==> config.mk <==
export PLATFORM = sky130hd
export DESIGN_NAME = buffer_serializer
export DESIGN_NICKNAME = d
export VERILOG_FILES = /design/src/rtl/hog_pkg.sv /design/src/rtl/buffer_serializer.sv
export SDC_FILE = /design/constraint.sdc
export NUM_CORES = 1
export LEC_CHECK = 0
export ABC_AREA = 1
export CAP_MARGIN = 20
export CELL_PAD_IN_SITES_DETAIL_PLACEMENT = 0
export CELL_PAD_IN_SITES_GLOBAL_PLACEMENT = 1
export CORE_UTILIZATION = 36
export DETAILED_ROUTE_END_ITERATION = 10
export GPL_TIMING_DRIVEN = 0
export HOLD_SLACK_MARGIN = 0.12
export PLACE_DENSITY_LB_ADDON = 0.1
export SYNTH_ARGS = -nofsm -noshare
export SYNTH_HDL_FRONTEND = slang
export SYNTH_SLANG_ARGS = --single-unit
==> constraint.sdc <==
create_clock -name clk -period 12.2 [get_ports clk]
set_input_delay 1.22 -clock clk [delete_from_list [all_inputs] [get_ports clk]]
set_output_delay 1.22 -clock clk [all_outputs]
set_load 0.05 [all_outputs]
==> src/rtl/hog_pkg.sv <==
// Shared types and helpers for the HOG pipeline blocks.
// Holds the serializer FSM state encoding and the counter width helper.
package hog_pkg;

    typedef enum logic {
        IDLE = 1'b0,
        SEND = 1'b1
    } state_t;

    // Word counter width: max(1, clog2(n)), so a single-word snapshot still gets a 1-bit counter.
    function automatic int cnt_width(input int n);
        return (n <= 1) ? 1 : $clog2(n);
    endfunction

endpackage

==> src/rtl/buffer_serializer.sv <==
// Captures a NUM_WORDS-wide parallel snapshot in one beat and streams it out
// word by word on a valid/ready interface, flagging the final word with o_last.
module buffer_serializer
    import hog_pkg::*;
#(
    parameter int DATA_W    = 32,
    parameter int NUM_WORDS = 9
) (
    input  logic                        clk,
    input  logic                        rst,
    input  logic [NUM_WORDS*DATA_W-1:0] i_data,
    input  logic                        i_valid,
    output logic                        o_ready,
    output logic [DATA_W-1:0]           o_data,
    output logic                        o_valid,
    input  logic                        i_ready,
    output logic                        o_last
);

    localparam int                CNT_W    = cnt_width(NUM_WORDS);
    localparam logic [CNT_W-1:0] LAST_IDX = CNT_W'(NUM_WORDS - 1);

    state_t                      state, state_next;
    logic [CNT_W-1:0]            cnt, cnt_next;
    logic [NUM_WORDS*DATA_W-1:0] snap;
    logic                        capture;
    logic                        handshake;

    assign o_valid   = (state == SEND);
    assign o_last    = (state == SEND) && (cnt == LAST_IDX);
    // Ready again during the last accepted beat so the next snapshot follows without a bubble.
    assign o_ready   = (state == IDLE) || (o_last && i_ready);
    assign capture   = i_valid && o_ready;
    assign handshake = o_valid && i_ready;
    assign o_data    = (state == SEND) ? snap[int'(cnt) * DATA_W +: DATA_W] : '0;

    always_comb begin
        state_next = state;
        cnt_next   = cnt;
        unique case (state)
            IDLE: begin
                if (capture) begin
                    state_next = SEND;
                    cnt_next   = '0;
                end
            end
            SEND: begin
                if (handshake) begin
                    if (!o_last) begin
                        cnt_next = cnt + 1'b1;
                    end else if (capture) begin
                        state_next = SEND;
                        cnt_next   = '0;
                    end else begin
                        state_next = IDLE;
                        cnt_next   = '0;
                    end
                end
            end
            default: begin
                state_next = IDLE;
                cnt_next   = '0;
            end
        endcase
    end

    always_ff @(posedge clk or posedge rst) begin
        if (rst) begin
            state <= IDLE;
            cnt   <= '0;
        end else begin
            state <= state_next;
            cnt   <= cnt_next;
        end
    end

    // Snapshot is only cleared by reset; o_data gating hides stale contents in IDLE.
    always_ff @(posedge clk or posedge rst) begin
        if (rst) begin
            snap <= '0;
        end else if (capture) begin
            snap <= i_data;
        end
    end

endmodule
==> results.sh <==
export IMPL_outcome="finished, final reports clean"
export IMPL_synth_top_family_by_area="simple AND/OR/NAND/NOR gates"
export IMPL_fin_nets=2553
export IMPL_synth_top_area_share_pct=51.8
export IMPL_diodes=0
export IMPL_power_density_nw_per_um2=276
export IMPL_finalCritPeriodShare_pct=42.2
export IMPL_drt_wl_total_um=54500
export IMPL_dp_slack_ps=7560
export IMPL_dp_cells=2739
export IMPL_async_flop_share_pct=100
export IMPL_rows=72
export IMPL_rsz0062_at_grt="no"
export IMPL_cts_inserted_buffers=36
export IMPL_worst_r2r_endpoint="snap[160]"
export IMPL_power_mw=5.32
export IMPL_route_detailed_drc=0
export IMPL_synth_seq_cells=293
export IMPL_cts_hold_buf=0
export IMPL_syn_area_per_cell_sq_um=7.48
export IMPL_num_vias=13683
export IMPL_ys_types=22
export IMPL_port_buffers=326
export IMPL_ys_top_cells_by_area="dfrtp_1 52%, nand2_1 11%, nand3_1 9.1%"
export IMPL_grt_ovfl_total=0
export IMPL_ir_worst_vdd_uv=220
export IMPL_antenna_found_initial=0
export IMPL_synth_xor_area_share_pct=0.124
export IMPL_grt_max_degree=116
export IMPL_cp_end_kind="output pin"
export IMPL_cts_setup_buffers=0
export IMPL_synthSimpleGateAreaFrac_pct=28.3
export IMPL_cts_tree="yes"
export IMPL_htreeDepth=2
export IMPL_cts_root_buf="clkbuf_16"
export IMPL_synth_net_count=2187
export IMPL_rr_worst_depth=11
export IMPL_grt_usage_pct=27.0
export IMPL_synth_cells_most_frequent="421 x nand2_1, 293 x dfrtp_1, 291 x nor2_1"
export IMPL_startpoint_type="flip-flop"
export IMPL_crit_end="o_ready"
export IMPL_criticalPathCategory="reg2out"
export IMPL_max_slew_margin_pct=50.5
export IMPL_crit_fanout=10
export IMPL_synth_compound_area_share_pct=9.31
export IMPL_dieArea_sq_um=40100
export IMPL_syn_cell_area_sq_um=14200
export IMPL_r2r_slack_ps=9020
export IMPL_yosysMostFrequentCell="nand2_1"
export IMPL_yosys_area_top_type="dfrtp_1"
export IMPL_multiInputGateArea_sq_um=5360
export IMPL_drv_slew=0
export IMPL_synth_fa_ha_area_share_pct=0.177
export IMPL_area_growth_pct=36.4
export IMPL_drive_gt1_share_pct=6.34
export IMPL_synth_edf_count=0
export IMPL_startpoint="cnt[0]"
export IMPL_cts_num_sinks=293
export IMPL_antenna_left=0
export IMPL_final_min_clock_period_ps=5150
export IMPL_synthMuxAreaShare_pct=0
export IMPL_seq_area_sq_um=7330
export IMPL_hold_violations=0
export IMPL_initial_core_util_pct=36.6
export IMPL_worstPathRequired_ps=10980
export IMPL_max_freq_mhz=194
export IMPL_layout_cells_non_filler=2805
export IMPL_cap_violations=0
export IMPL_hpwl_um=42100
export IMPL_core_area_sq_um=38700
export IMPL_holdCritPathClass="reg2reg"
export IMPL_setup_ws_ps=7050
export IMPL_ys_seq_area_share_pct=51.8
export IMPL_die_w_um=200
export IMPL_die_h_um=200
export IMPL_clock_latency_ps=510
export IMPL_setup_viol=0
export IMPL_arrival_ps=3930
export IMPL_n_fill_cell=3946
export IMPL_vias_per_cell=4.88
export IMPL_synthCells=1893
export IMPL_grt_pass1_vias=13972
export IMPL_grt_pass1_wl_um=82100
export IMPL_clk_pin_slew_ps=60
export IMPL_cellLeakagePower_nw=9.54
export IMPL_drt_pass1_iter_count=5
export IMPL_worst_pin_slew_ps=743
export IMPL_post_drt_wl_per_cell_um=19.4
export IMPL_finalClockSkew_ps=10.0
export IMPL_synth_flop_cell="dfrtp_1"
export IMPL_clk_path_buf_depth=3
export IMPL_cts_resized_gates=0
export IMPL_r2r_start="cnt[0]"
export IMPL_drtIter0Drc=993
export IMPL_yosys_warnings=0
export IMPL_io_pins=327
export IMPL_place_congestion=0.928
==> through the flow <==
step | hold WS [ps] | util [%] | instance area, sq um | TNS [ps]
after floorplan | 442 | - | 14200 | 0
after global placement | 455 | 46.7 | 18100 | -349380
after detailed placement | 460 | 46.8 | 18100 | 0
after CTS | 473 | 49.8 | 19300 | 0
after global routing | 485 | 49.8 | 19300 | 0
final | 468 | 49.8 | 19300 | 0
==> cell families (layout without fill, tap and decap cells) <==
logic type | Yosys count | count (layout)
AOI/OAI and AO/OA | 261 | 261
xor gates and xnor gates | 2 | 2
adders and majority gates | 2 | 2
buffers and inverters | 362 | 756
DFF | 293 | 293
and+or+nand+nor | 973 | 973
==> cell type report <==
cell class	instances	share of cell area, %
Tap cell	518	3.36
Clock inverter	8	0.266
Clock buffer	58	5.83
Multi-Input combinational cell	1238	27.8
Buffer	128	3.03
Timing Repair Buffer	328	17.2
Inverter	234	4.59
Sequential cell	293	38.0
==> registers in the layout (all words and copies together) (netlist names) <==
signal,flops
snap,288
cnt,4
o_valid,1
==> where the power goes <==
group          switching, mW  internal (mW)  leakage (nW)
registers              0.163           1.46          3.26
clock network          0.424          0.633         0.586
logic                   1.81          0.832          5.69
==> worst max-delay path, stage by stage (launching register included) <==
cell and delay, ps:
dfrtp_1 420, inv_2 210, buf_2 330, buf_1 460
ha_1 290, nand3_4 120, o21ai_4 210, clkbuf_1 440
clkdlybuf4s50_1 910
==> cells in the final DEF, fill, tap and decap left out, drive strengths merged, types with 2 or more instances in the layout <==
| cell type | n |
|---|---|
| clkdlybuf4s50 | 326 |
| clkbuf | 97 |
| inv | 235 |
| buf | 91 |
| o21ai | 4 |
| a21oi | 256 |
| xor2 | 2 |
| nor2 | 291 |
| nand3 | 258 |
| clkinv | 7 |
| ha | 2 |
| dfrtp | 293 |
| nand2 | 422 |
==> per-layer routing <==
| layer | vias up | routed length, um | GRT usage, % | share of wire [%] |
|---|---|---|---|---|
| met5 | - | 0 | 0 | 0 |
| met2 | 438 | 26000 | 44.7 | 48 |
| met4 | 0 | 1990 | 10.3 | 3.6 |
| met3 | 96 | 3470 | 5.50 | 6.4 |
| li1 | 6647 | - | - | - |
| met1 | 6502 | 23000 | 34.8 | 42 |
==> worst min path at each step <==
stage / from / end / slack, ps / depth (start not counted)
floorplan: snap[256] / snap[256] / 440 / 2
global placement: snap[19] / snap[19] / 450 / 2
detailed placement: snap[267] / snap[267] / 460 / 2
CTS: snap[267] / snap[267] / 470 / 2
global route: snap[14] / snap[14] / 480 / 2
finish: snap[10] / snap[10] / 470 / 2
(Power assumes the default switching activity.)
